### src/rtl/control_unit.sv
// Main opcode decoder: maps the 4-bit opcode to datapath control strobes,
// registered for one cycle of latency with an asynchronous clear to NOP.
module control_unit (
  input  logic       clk,
  input  logic       rst,
  input  logic [3:0] opCode,
  output logic       Jcont,
  output logic       RegWrite,
  output logic       RegDst,
  output logic       AluSrc,
  output logic       MemToReg,
  output logic       MemWrite,
  output logic       Branch,
  output logic       ExtOp,
  output logic       MemRead,
  output logic [2:0] AluOp,
  output logic       Illegal
);

  localparam int unsigned OP_W    = 4;
  localparam int unsigned ALUOP_W = 3;

  localparam logic [OP_W-1:0] OP_RTYPE = 4'b0000;
  localparam logic [OP_W-1:0] OP_ADDI  = 4'b0001;
  localparam logic [OP_W-1:0] OP_ANDI  = 4'b0010;
  localparam logic [OP_W-1:0] OP_ORI   = 4'b0011;
  localparam logic [OP_W-1:0] OP_LW    = 4'b0100;
  localparam logic [OP_W-1:0] OP_SW    = 4'b0101;
  localparam logic [OP_W-1:0] OP_BEQ   = 4'b0110;
  localparam logic [OP_W-1:0] OP_J     = 4'b0111;
  localparam logic [OP_W-1:0] OP_SLTI  = 4'b1000;

  localparam logic [ALUOP_W-1:0] ALU_FUNCT = 3'b000;
  localparam logic [ALUOP_W-1:0] ALU_ADD   = 3'b001;
  localparam logic [ALUOP_W-1:0] ALU_AND   = 3'b010;
  localparam logic [ALUOP_W-1:0] ALU_OR    = 3'b011;
  localparam logic [ALUOP_W-1:0] ALU_SUB   = 3'b100;
  localparam logic [ALUOP_W-1:0] ALU_SLT   = 3'b101;

  typedef struct packed {
    logic               jcont;
    logic               reg_write;
    logic               reg_dst;
    logic               alu_src;
    logic               mem_to_reg;
    logic               mem_write;
    logic               branch;
    logic               ext_op;
    logic               mem_read;
    logic [ALUOP_W-1:0] alu_op;
    logic               illegal;
  } ctrl_t;

  ctrl_t ctrl_d;
  ctrl_t ctrl_q;

  // Combinational decode; anything not matched falls through to NOP + illegal.
  always_comb begin
    ctrl_d = '0;
    case (opCode)
      OP_RTYPE: begin
        ctrl_d.reg_write = 1'b1;
        ctrl_d.reg_dst   = 1'b1;
        ctrl_d.alu_op    = ALU_FUNCT;
      end
      OP_ADDI: begin
        ctrl_d.reg_write = 1'b1;
        ctrl_d.alu_src   = 1'b1;
        ctrl_d.ext_op    = 1'b1;
        ctrl_d.alu_op    = ALU_ADD;
      end
      OP_ANDI: begin
        ctrl_d.reg_write = 1'b1;
        ctrl_d.alu_src   = 1'b1;
        ctrl_d.alu_op    = ALU_AND;
      end
      OP_ORI: begin
        ctrl_d.reg_write = 1'b1;
        ctrl_d.alu_src   = 1'b1;
        ctrl_d.alu_op    = ALU_OR;
      end
      OP_LW: begin
        ctrl_d.reg_write  = 1'b1;
        ctrl_d.alu_src    = 1'b1;
        ctrl_d.mem_to_reg = 1'b1;
        ctrl_d.ext_op     = 1'b1;
        ctrl_d.mem_read   = 1'b1;
        ctrl_d.alu_op     = ALU_ADD;
      end
      OP_SW: begin
        ctrl_d.alu_src   = 1'b1;
        ctrl_d.mem_write = 1'b1;
        ctrl_d.ext_op    = 1'b1;
        ctrl_d.alu_op    = ALU_ADD;
      end
      OP_BEQ: begin
        ctrl_d.branch = 1'b1;
        ctrl_d.ext_op = 1'b1;
        ctrl_d.alu_op = ALU_SUB;
      end
      OP_J: begin
        ctrl_d.jcont = 1'b1;
      end
      OP_SLTI: begin
        ctrl_d.reg_write = 1'b1;
        ctrl_d.alu_src   = 1'b1;
        ctrl_d.ext_op    = 1'b1;
        ctrl_d.alu_op    = ALU_SLT;
      end
      default: begin
        ctrl_d.illegal = 1'b1;
      end
    endcase
  end

  always_ff @(posedge clk or posedge rst) begin
    if (rst) begin
      ctrl_q <= '0;
    end else begin
      ctrl_q <= ctrl_d;
    end
  end

  assign Jcont    = ctrl_q.jcont;
  assign RegWrite = ctrl_q.reg_write;
  assign RegDst   = ctrl_q.reg_dst;
  assign AluSrc   = ctrl_q.alu_src;
  assign MemToReg = ctrl_q.mem_to_reg;
  assign MemWrite = ctrl_q.mem_write;
  assign Branch   = ctrl_q.branch;
  assign ExtOp    = ctrl_q.ext_op;
  assign MemRead  = ctrl_q.mem_read;
  assign AluOp    = ctrl_q.alu_op;
  assign Illegal  = ctrl_q.illegal;

endmodule

### config.mk
export PLATFORM = sky130hd
export DESIGN_NAME = control_unit
export DESIGN_NICKNAME = d
export VERILOG_FILES = /design/src/rtl/control_unit.sv
export SDC_FILE = /design/constraint.sdc
export NUM_CORES = 1
export LEC_CHECK = 0
export CORE_AREA = 2 2 39 41
export DETAILED_ROUTE_END_ITERATION = 12
export DIE_AREA = 0 0 41 43
export PLACE_DENSITY = 0.67
export SETUP_SLACK_MARGIN = 0.4
export SYNTH_ARGS = -nofsm -noshare
export SYNTH_HDL_FRONTEND = slang
export SYNTH_SLANG_ARGS = --single-unit
### constraint.sdc
create_clock -name clk -period 1.15 [get_ports clk]
set_clock_uncertainty 0.2 [all_clocks]
set_input_delay 0.1725 -clock clk [delete_from_list [all_inputs] [get_ports clk]]
set_output_delay 0.1725 -clock clk [all_outputs]
set_load 0.01 [all_outputs]
==> results of run 1 <==
-- cell usage in the layout (no fill, tap or decap), drive strengths merged --
| cell | Yosys | routed |
|---|---|---|
| a21oi | 2 | 2 |
| and2b | 1 | 1 |
| and3 | 2 | 2 |
| buf | 2 | 29 |
| clkbuf | 1 | 4 |
| clkdlybuf4s50 | 0 | 1 |
| dfrtp | 12 | 12 |
| inv | 3 | 3 |
| maj3 | 1 | 1 |
| mux2 | 1 | 1 |
| nand2 | 3 | 3 |
| nand3 | 1 | 1 |
| nor2 | 2 | 2 |
| nor3 | 1 | 1 |
| nor3b | 1 | 1 |
| nor4 | 1 | 1 |
| o211ai | 1 | 1 |
| o21ai | 1 | 1 |
| o221ai | 1 | 1 |
| or3 | 2 | 2 |
-- layout make-up --
cell class / instances / area (sq um)
well taps: 16 / 20.0
flip-flops and latches: 12 / 300
multi-input cells: 21 / 196
repair buffers: 30 / 229
inverters: 3 / 13.8
fillers: 127 / 588
clock buffers: 4 / 36.3
-- tightest hold or removal path: cells and delay by family --
kind	cells	cell delay [ns]
buffers and inverters	2	0.17
AOI/OAI and AO/OA	1	0.05
-- state kept, by name, indices dropped and copies added, names as in the netlist --
signal    flops
AluSrc        1
MemWrite      1
RegDst        1
Illegal       1
Branch        1
Jcont         1
AluOp         3
MemRead       1
RegWrite      1
ExtOp         1
-- layer usage --
metal	vias up	track usage	part of all wire	wire, um
met1	192	0.129	0.32	341
li1	193	-	-	-
met4	0	0.120	0.0076	8
met3	2	0.0157	0.053	56
met5	-	0	0	0
met2	16	0.241	0.61	645
-- metrics by stage --
stage | power (mW) | setup WS, ns | cell area [sq um] | setup TNS [ns] | std cells
floorplan | 0.526 | 0.135 | 498 | 0 | 39
global placement | 0.608 | -0.379 | 718 | -4.01 | 78
detailed placement | 0.612 | -0.407 | 718 | -4.27 | 78
CTS | 0.940 | -0.0188 | 764 | -0.0188 | 85
global route | 0.990 | -0.0320 | 796 | -0.235 | 86
finish | 0.944 | 0.00162 | 796 | 0 | 86
-- worst paths after layout --
path	startpoint	endpoint	slack (ns)
worst max-delay path	Branch	Branch	0.002
worst min-delay path	opCode[3]	Illegal	-0.04
min in group asynchronous	rst	AluOp[1]	-0.02
max in group asynchronous	rst	MemWrite	0.62
-- cell families after synthesis --
family          count (synthesis)  synth area share
simple gates                   14             0.168
flops                          12             0.650
buf+inv                         6            0.0596
compound gates                  5            0.0759
mux                             1            0.0244
fa+ha+maj                       1            0.0217
-- power groups by stage --
stage               clock network, mW  logic, mW  registers (mW)
floorplan                           0     0.0579           0.468
global route                    0.353      0.188           0.449
global placement                    0      0.153           0.455
detailed placement                  0      0.156           0.456
CTS                             0.331      0.162           0.447
finish                          0.323      0.175           0.446
-- timing repair --
action / in CTS / in global routing
endpoints found under the setup margin: 25 / 19
setup buffers: 3 / 1
endpoints found under the hold margin: 16 / 4
resized for setup: 86 / 5
pin swaps: 5 / 5
==> qor.csv, run 1 <==
stage;metric;value;unit
run_status;status;finished, violations left;
run_status;failing checks;hold timing;
run;Max Cap Viol;0;
power_and_ir_drop;Sw Ratio;0.231;
die;row count;14;
setup_path;Worst path top cell family by delay;flip-flops;
power_and_ir_drop;Lkg Pwr;0.416;nW
global_route;GRT overflow;0;
setup_path;crit path max fanout;1;
setup_path;Startpoint Class;flop;
sta;Hold Vio Cnt, Final;15;
sta;final period utilization;0.999;
sta;RSZ-0062 raised after global routing;true;
setup_path;critical path cell sequence;buf_2;
global_route;vias in the first global route;385;
synthesis;Synth Area per Inst;11.8;sq um
synthesis;synth warn;0;
synthesis;top cells by area, synth;dfrtp_1 (65%), or3_1 (2.7%), mux2_2 (2.4%), nand2_1 (2.4%), maj3_1 (2.2%);
detailed_routing;Detailed Route WL;1050;um
synthesis;Async SR Flop Fraction;1.00;
cts;Clock transition at path regs;0.07;ns
detailed_routing;WL/cell;12.2;um
global_route;first-pass GRT wire length;1550;um
synthesis;cell taking the most area after synthesis;dfrtp_1;
detailed_routing;detailed-route vias per instance;4.69;
synthesis;number of flops mapped to enable cells by yosys;0;
power_and_ir_drop;power per cell area;1190;nW/um^2
sta;Max Slew Vio Count;0;
setup_path;Worst path max stage delay;0.37;ns
synthesis;Synth top area share;0.650;
power_and_ir_drop;clock network fraction of total power;0.342;
sta;final setup violating endpoints;0;
synthesis;synth unique cells;23;
global_route;initial antenna violation count;0;
die;Initial Util;0.334;
sta;fmax;871;MHz
worst_hold_path;hold path cells;3;
die;die area;1760;sq um
synthesis;synth cell count leaders;dfrtp_1 (12), nand2_1 (3), inv_1 (2), nor2_1 (2), or3_1 (2);
sta;Min Hold Slack;-0.0403;ns
die;die height;43;um
detailed_routing;total number of vias;403;
setup_path;Slowest-stage cell, CP;dfrtp_1;
synthesis;sequential-to-total area share from yosys stat;0.650;
setup_path;Setup CP Type;reg2out;
cts;CTS buffer count;3;
cts;root buffer cell;clkbuf_4;
power_and_ir_drop;VDD IR-drop max;0.445;mV
cts;Clock Tree Buf Depth;2;
sta;max_slew headroom;0.875;
place;PortBufs;18;
synthesis;syn_nets;45;
die;Core Box Area;1380;sq um
setup_path;Worst Setup End Kind;output port;
detailed_routing;Antenna Violating Nets Remaining;0;
die;top-level I/O count;19;
setup_path;stages on the worst setup path;1;
detailed_routing;DRC;0;
synthesis;count leader, synth;dfrtp_1;
final_layout;Nets;77;
place;RePlAce Congestion;0.775;
final_layout;final core utilization;0.575;
setup_path;CP Data Required Time;0.78;ns
cts;CTS tree;built;
final_layout;fraction of layout cells with a size suffix above 1;0.671;
detailed_routing;detailed router's first-iteration violation count;6;
place;hpwl dp;693;um
sta;Worst-Margin Slew;0.186;ns
synthesis;Synth Register Bits;12;
synthesis;Post-Syn Area;462;sq um
cts;Clock Sinks;12;
cts;# H-tree levels;1;
power_and_ir_drop;Seq pwr share;0.473;
final_layout;area grow syn2layout;72.4;%
power_and_ir_drop;P_int;0.726;mW
synthesis;Most used DFF post-synth;dfrtp_1;
power_and_ir_drop;P_sw;0.218;mW
global_route;largest net degree at the start of global routing;13;
worst_hold_path;Hold Path Class;in2reg;
final_layout;Ant. Diodes;0;
setup_path;crit path DAT;0.78;ns
global_route;GRT Total Usage;0.139;
power_and_ir_drop;Comb pwr share;0.185;
sta;shortest period the worst path allows;1.15;ns
synthesis;Post-Syn Instances;39;
detailed_routing;Pre-antenna DRT Iters;4;
die;Chip Width;41;um
setup_path;CP Buf/Inv Count;1;
Note: power is estimated with default switching activity, not from simulation.
==> inputs of run 2 (changes only) <==
--- a/config.mk
+++ b/config.mk
@@ -9,7 +9,7 @@
 export DETAILED_ROUTE_END_ITERATION = 12
 export DIE_AREA = 0 0 41 43
 export PLACE_DENSITY = 0.67
-export SETUP_SLACK_MARGIN = 0.4
+export SETUP_SLACK_MARGIN = 0.1
 export SYNTH_ARGS = -nofsm -noshare
 export SYNTH_HDL_FRONTEND = slang
 export SYNTH_SLANG_ARGS = --single-unit
==> constraint.sdc (replaced) <==
create_clock -name clk -period 1.15 [get_ports clk]
set_clock_uncertainty 0.2 [all_clocks]
set_input_delay 0.1725 -clock clk [delete_from_list [all_inputs] [get_ports clk]]
set_output_delay 0.1725 -clock clk [all_outputs]
set_load 0.005 [all_outputs]
==> qor.csv, run 2 (synthesis gave the netlist of run 1 again) <==
stage;metric;value;unit;change
run_status;status;finished, violations left;;
run_status;failing checks;hold timing;;
place;Placed Area;726;sq um;+1.0%
detailed_routing;DRC;0;;unchanged
detailed_routing;Antenna Violating Nets Remaining;0;;unchanged
die;die area;1760;sq um;unchanged
place;Placed Cells incl. Taps;79;;+1.3%
power_and_ir_drop;Sw Ratio;0.222;;-0.00931
power_and_ir_drop;P_int;0.630;mW;-13%
power_and_ir_drop;power per cell area;1180;nW/um^2;-0.47%
detailed_routing;detailed-route vias per instance;4.40;;-6.1%
sta;fmax;886;MHz;+1.8%
final_layout;final core utilization;0.495;;-0.0796
final_layout;Layout fillers;148;;+17%
detailed_routing;WL/cell;10.1;um;-18%
die;top-level I/O count;19;;unchanged
sta;final setup violating endpoints;0;;unchanged
global_route;GRT Total Usage;0.123;;-0.0154
setup_path;CP Data Required Time;0.78;ns;about the same
setup_path;crit path max fanout;2;;+1
setup_path;critical path cell sequence;buf_2;;
setup_path;Worst path top cell family by delay;flip-flops;;
place;hpwl dp;664;um;-4.2%
setup_path;Setup CP Type;reg2out;;
sta;shortest period the worst path allows;1.13;ns;-0.0201 ns
power_and_ir_drop;Comb pwr share;0.152;;-0.033
cts;root buffer cell;clkbuf_4;;
setup_path;Slowest-stage cell, CP;dfrtp_1;;
setup_path;Worst Setup End Kind;output port;;
final_layout;most common cell after layout, fill and taps aside;buf_2;;
detailed_routing;total number of vias;361;;-10%
place;RePlAce Congestion;0.794;;+2.4%
setup_path;crit path DAT;0.76;ns;-0.02 ns
sta;Worst-Margin Slew;0.245;ns;+0.0588 ns
sta;RSZ-0062 raised after global routing;true;;
setup_path;CP Buf/Inv Count;1;;unchanged
worst_hold_path;Hold Path Class;in2async;;
setup_path;Startpoint Class;flop;;
final_layout;area grow syn2layout;48.5;%;
die;Chip Width;41;um;unchanged
detailed_routing;Detailed Route WL;825;um;-22%
sta;max_slew headroom;0.836;;-0.0388
final_layout;area of the multi-input gates;140;sq um;-29%
cts;CTS buffer count;3;;unchanged
final_layout;post-route cell area;686;sq um;-14%
sta;Max Slew Vio Count;0;;unchanged
cts;Clock Sinks;12;;unchanged
sta;Hold Vio Cnt, Final;2;;-13
sta;final period utilization;0.981;;-0.0175
final_layout;max FFs per register;3;;unchanged
sta;Min Hold Slack;-0.000139;ns;+0.0402 ns
global_route;vias in the first global route;348;;-9.6%
global_route;first-pass GRT wire length;1500;um;-3.1%
setup_path;crit path from;MemRead;;
final_layout;Register Area;300;sq um;unchanged
die;Core Box Area;1380;sq um;unchanged
power_and_ir_drop;clock network fraction of total power;0.297;;-0.045
cts;# H-tree levels;1;;unchanged
global_route;initial antenna violation count;0;;unchanged
die;row count;14;;unchanged
global_route;GRT overflow;0;;unchanged
final_layout;commonest non-fill, non-tap cells in the layout;buf_2 (13), dfrtp_1 (12), buf_4 (8);;
run;Max Cap Viol;0;;unchanged
cts;Clock transition at path regs;0.07;ns;about the same
power_and_ir_drop;Lkg Pwr;0.371;nW;-11%
final_layout;Ant. Diodes;0;;unchanged
detailed_routing;detailed router's first-iteration violation count;5;;-1
die;die height;43;um;unchanged
final_layout;Nets;74;;-3.9%
final_layout;Finished Layout Cells;82;;-4.7%
die;Initial Util;0.334;;unchanged
cts;Clock Tree Buf Depth;2;;unchanged
detailed_routing;Pre-antenna DRT Iters;4;;unchanged
cts;CTS tree;built;;
power_and_ir_drop;Seq pwr share;0.551;;+0.078
final_layout;fraction of layout cells with a size suffix above 1;0.470;;-0.202
power_and_ir_drop;VDD IR-drop max;0.410;mV;-7.8%
power_and_ir_drop;P_sw;0.180;mW;-18%
global_route;largest net degree at the start of global routing;13;;unchanged
place;PortBufs;18;;unchanged
setup_path;Worst path max stage delay;0.37;ns;about the same
-- run 2: power groups by stage --
stage | Sequential, mW | Combinational (mW) | Clock, mW
finish | 0.446 | 0.123 | 0.240
detailed placement | 0.456 | 0.149 | 0
CTS | 0.447 | 0.123 | 0.247
floorplan | 0.460 | 0.0483 | 0
global placement | 0.456 | 0.147 | 0
global route | 0.448 | 0.140 | 0.266
-- run 2: worst paths after layout --
kind                            end  slack, ns  cells past startpoint
worst max-delay path       MemToReg       0.02                      1
worst min-delay path        MemRead    -0.0001                      3
max in group asynchronous  AluOp[1]       0.64                      3
min in group clk             RegDst       0.12                      3
-- run 2: final cells by class --
class / instances / area share
flip-flops and latches: 12 / 0.438
repair buffers: 27 / 0.279
multi-input cells: 21 / 0.204
clock buffers: 3 / 0.0328
well taps: 16 / 0.0292
inverters: 3 / 0.0164
-- run 2: stage by stage --
| step | setup TNS [ns] | setup slack (ns) | total power [mW] | hold WS (ns) |
|---|---|---|---|---|
| 3_3_place_gp | -3.56 | -0.368 | 0.603 | 0.281 |
| 2_1_floorplan | 0 | 0.120 | 0.508 | -0.163 |
| 5_1_grt | -0.0396 | -0.0180 | 0.854 | 0.0531 |
| 4_1_cts | 0 | 0.00786 | 0.817 | -0.00477 |
| 3_5_place_dp | -3.73 | -0.372 | 0.605 | 0.284 |
| 6_report | 0 | 0.0217 | 0.810 | -0.000139 |
-- run 2: metal layers --
| metal | vias up | GRT usage | wire length (um) |
|---|---|---|---|
| met5 | - | 0 | 0 |
| met4 | 0 | 0.0800 | 0 |
| met3 | 0 | 0.0157 | 57 |
| met2 | 14 | 0.175 | 426 |
| met1 | 159 | 0.169 | 341 |
| li1 | 188 | - | - |
-- run 2: what timing repair did --
item	4_1_cts	5_1_grt
setup endpoints to repair	24	15
gates cloned	0	0
pin swaps	0	0
resized for setup	56	2
hold endpoints to repair	6	0
setup buffers	0	0
==> variant 1 (settings of run 2) <==
Add an input register stage for `opCode`, with the module's reset; this delays it by one clock.
--- a/src/rtl/control_unit.sv
+++ b/src/rtl/control_unit.sv
@@ -53,2 +53,12 @@
 
+  logic [3:0] opCode_q;
+
+  always_ff @(posedge clk or posedge rst) begin
+    if (rst) begin
+      opCode_q <= '0;
+    end else begin
+      opCode_q <= opCode;
+    end
+  end
+
   ctrl_t ctrl_d;
@@ -59,3 +69,3 @@
     ctrl_d = '0;
-    case (opCode)
+    case (opCode_q)
       OP_RTYPE: begin
Behaviour: not the same (Yosys sat finds a counterexample within 4 cycles, from zero or initial values and one cycle with rst high).
==> variant 1 against run 2 <==
- the run ends with hold timing, setup timing left
- die area unchanged
- critical path type is now reg2reg
- sequential cell count rose by 4
- largest cell class unchanged
- total power increased by 36%
- wire length up 20%
- area after synthesis rose by 28%
- highest routed layer unchanged
- maximum frequency decreased by 15%
- design area up 23%
- final cell count up 6.1%
- critical endpoint is now AluOp[0]
- sequential power is 35% higher
- largest power group unchanged
- worst setup slack worse by 0.20 ns
==> variant 1: results (changes against run 2) <==
- Clock buffers and inverters, area share: 4.30% (+1.0 points)
* Delay contributed by the slowest stage of the critical path: 0.57 ns (+0.20 ns)
- On the critical path, the stage with the largest delay is an instance of sky130_fd_sc_hd__or4b_4.
- Setup slack after layout: -0.183 ns (-0.205 ns)
- The global-route wire length before repair was 1520 µm (+1.4%).
* Cell area reported after detailed placement: 850 µm² (+17%)
- After synthesis, the most frequently instantiated cells are sky130_fd_sc_hd__dfrtp_1 (16), sky130_fd_sc_hd__inv_1 (3), sky130_fd_sc_hd__nor2_1 (3), sky130_fd_sc_hd__nor3_1 (3).
- The net switching power is 0.235 mW (+31%).
- The flow ran to the end, but the final reports show violations.
- Average wire per standard cell: 11.3 µm (+13%)
- Register fraction of the total cell area: 47.8% (+4.0 points)
- The setup TNS is -1.01 ns (-1.01 ns).
* Fraction of layout instances using a drive strength above 1: 54.9% (+8.0 points)
- The kind of cell with the highest combined delay along the critical path is simple AND/OR/NAND/NOR gates.
- Clock-pin slew on the worst setup and hold paths: 0.09 ns (+0.02 ns)
- Final non-clock buffer share: 23.6% (-4.3 points)
- The fill cell instance count of the final layout is 133 (-10%).
- The minimum hold slack was -0.00728 ns (-0.00714 ns).
- Violated checks: hold timing, setup timing
- The total clock sinks is 16 (+4).
* Final number of hold-violating endpoints: 16 (+14)
- Overall via count from detail_route: 414 (+15%)
- In the post-synthesis netlist, the biggest area contributors are sky130_fd_sc_hd__dfrtp_1 (68%), sky130_fd_sc_hd__o211ai_2 (4.2%), sky130_fd_sc_hd__or3b_1 (3.0%).
- The maximum ir drop on the vdd rail was 0.878 mV (+110%).
- Multi-input logic area: 174 µm² (+24%)
- The iteration count of the initial detailed-routing pass came to 2 (-2).
- The count of final setup violators was 9 (+9).
* Design Area, Final: 843 µm² (+23%)
- Leakage component of the power: 0.441 nW (+19%)
- The pin count of the biggest net entering global routing is 17 (+4).
- Number of nets produced by synthesis: 49 (+8.9%)
- Gr usage total: 13.3% (+0.96 points)
* Share of total power in the clock network: 32.6% (+2.9 points)
- The post-synthesis share of cell area spent on full adders, half adders and majority gates came to 0% (-2.2 points).
* Clock buffer cells: 4 (+1)
- Flip-flop count of the largest register, all copies and words added: 4 (+1)
* Total clock network power: 0.358 mW (+49%)
- The sequential-to-total area share from yosys stat came to 67.5% (+2.5 points).
- Number of vias per cell: 4.76 (+8.1%)
==> variant 1: what timing repair did <==
action / CTS / global route
pin swaps: 3 / 0
setup buffers: 1 / 0
endpoints found under the hold margin: 16 / 7
setup endpoints to repair: 25 / 25
resized for setup: 53 / 2
==> variant 1: routing by layer <==
metal	GRT usage, %	wire length, µm
met5	0	0
met4	6.00	0
met3	4.71	87
met2	20.9	505
met1	15.4	394
==> variant 1: worst paths after layout <==
| kind | from | to | slack [ns] | depth (start not counted) |
|---|---|---|---|---|
| worst min register to register | opCode_q[2] | Illegal | 0.37 | 1 |
| min in group clk | opCode[2] | opCode_q[2] | 0.12 | 1 |
| worst min-delay path | rst | AluOp[0] | -0.007 | 3 |
| max in group asynchronous | rst | opCode_q[2] | 0.63 | 3 |
| worst max-delay path | opCode_q[1] | AluOp[0] | -0.18 | 2 |
| worst max register to register | opCode_q[1] | AluOp[0] | -0.18 | 2 |
==> variant 2 (flow settings as in run 2) <==
Made on the original files. Reset style: synchronous (`rst`), changed in one clocked block. Comments in the files are not updated.
--- a/src/rtl/control_unit.sv
+++ b/src/rtl/control_unit.sv
@@ -115,3 +115,3 @@
 
-  always_ff @(posedge clk or posedge rst) begin
+  always_ff @(posedge clk) begin
     if (rst) begin
Formal check against the unedited RTL: differs if rst is asserted again (counterexample within 4 cycles, from zero or initial values and one cycle with rst high); with rst held inactive, the same outputs for 10 cycles.
==> variant 2 against run 2 <==
- worst setup slack improved by 0.049 ns
- design area up 0.55%
- total power grew 10%
- area after synthesis is 3.0% lower
- maximum frequency rose by 4.5%
- wire length grew 27%
- critical path depth is the same
- utilization rose by 0.27 points
- sequential cell count stayed put
==> variant 2: results (changes against run 2) <==
- The synthesized-area fraction occupied by ao, oa, aoi and oai cells is 11.7% (+4.1 points).
- The post-layout total power was 0.894 mW (+10%).
* Number of nets produced by synthesis: 51 (+13%)
- The half-perimeter wire length after detailed placement is 720 µm (+8.4%).
- The total routing resource utilization after global routing was 14.8% (+2.5 points).
* Pre-CTS setup slack: -0.471 ns (-0.0986 ns)
* Leakage component of the power: 0.306 nW (-18%)
* Worst-case vdd ir drop: 0.708 mV (+73%)
- The via count of the first global-routing pass came to 378 (+8.6%).
- Number of vias per cell: 5.07 (+15%)
- Worst slew margin relative to its limit: 83.0% (-0.58 points)
- The share of power burned in registers is 48.5% (-6.6 points).
- Commonest register cell after synthesis: sky130_fd_sc_hd__dfxtp_1
- Register fraction of the total cell area: 35.2% (-8.6 points)
- The proportion of power drawn by the clock network was 37.2% (+7.5 points).
- The routed wire length per instance was 12.3 µm (+23%).
- Delay contributed by the slowest stage of the critical path: 0.32 ns (-0.05 ns)
- The proportion of cell area spent on the clock network came to 5.26% (+2.0 points).
* Antenna violations before repair: 0 (unchanged)
- Count of filler cells inserted in the layout: 149 (+0.68%)
- The number of different library cells in the post-synthesis netlist came to 19 (-17%).
- The number of cells in the design after placement is 81 (+2.5%).
- The iteration count of the initial detailed-routing pass was 2 (-2).
* Post-synthesis area per instance: 9.95 µm² (-16%)
- Final non-clock buffer share: 23.4% (-4.5 points)
- Post-Synth Adder-Cell Area: 0% (-2.2 points)
- The combined area of the multi-input logic cells is 225 µm² (+61%).
* Result of the run: finished, final reports clean
- Multiplexer fraction of the synthesized cell area: 2.23% (-0.20 points)
* Global-route wire length before repair: 1660 µm (+11%)
* Asr flop ratio synth: 0% (-100 points)
- Class of the most critical hold timing path: in2reg
* Multi-input combinational cell count: 27 (+29%)
- The pin count of the biggest net entering global routing came to 12 (-1).
- The slowest stage of the critical path is the sky130_fd_sc_hd__dfxtp_2 cell.
- Clock buffer cells: 4 (+1)
- Cell-internal power: 0.687 mW (+9.0%)
- Cell area reported after detailed placement: 676 µm² (-6.9%)
* First-iteration detailed-routing DRC count: 3 (-2)
- Overall via count from detail_route: 431 (+19%)
* Total number of nets in the final design: 76 (+2.7%)
- Placer congestion estimate: 0.840 (+5.8%)
- Power density over the cells: 1300 nW/µm² (+9.8%)
- Invs w/o clock: 1 (-2)
- The layout buffer count excluding clock buffers is 25 (-7.4%).
- The sequential-to-total area share from yosys stat was 53.6% (-11 points).
==> variant 2: cell count changes after synthesis, sizes merged, moves of 3 or more <==
cell | before | now
dfrtp | 12 | 0
nand2 | 3 | 0
nor4b | 0 | 3
dfxtp | 0 | 12
==> variant 2: worst paths after layout <==
kind / end / depth (start not counted) / from / slack, ns
hold / removal: MemRead / 3 / opCode[2] / 0.07
setup / recovery: MemRead / 1 / MemRead / 0.07
==> variant 2: what timing repair did <==
item	CTS	global route
endpoints found under the hold margin	0	0
buffers inserted	0	0
resized for setup	65	8
endpoints found under the setup margin	25	21
gates cloned	0	0
==> variant 2: worst min-delay path: cells and delay by family <==
kind / cells / cell delay (ns)
and+or+nand+nor: 2 / 0.20
buffers and inverters: 1 / 0.13
==> variant 2: metal layers <==
layer	vias to the layer above	global-route usage [%]	wire [µm]
li1	210	-	-
met1	203	16.7	418
met2	13	20.6	539
met3	5	4.71	47
met4	0	14.0	44
met5	-	0	0
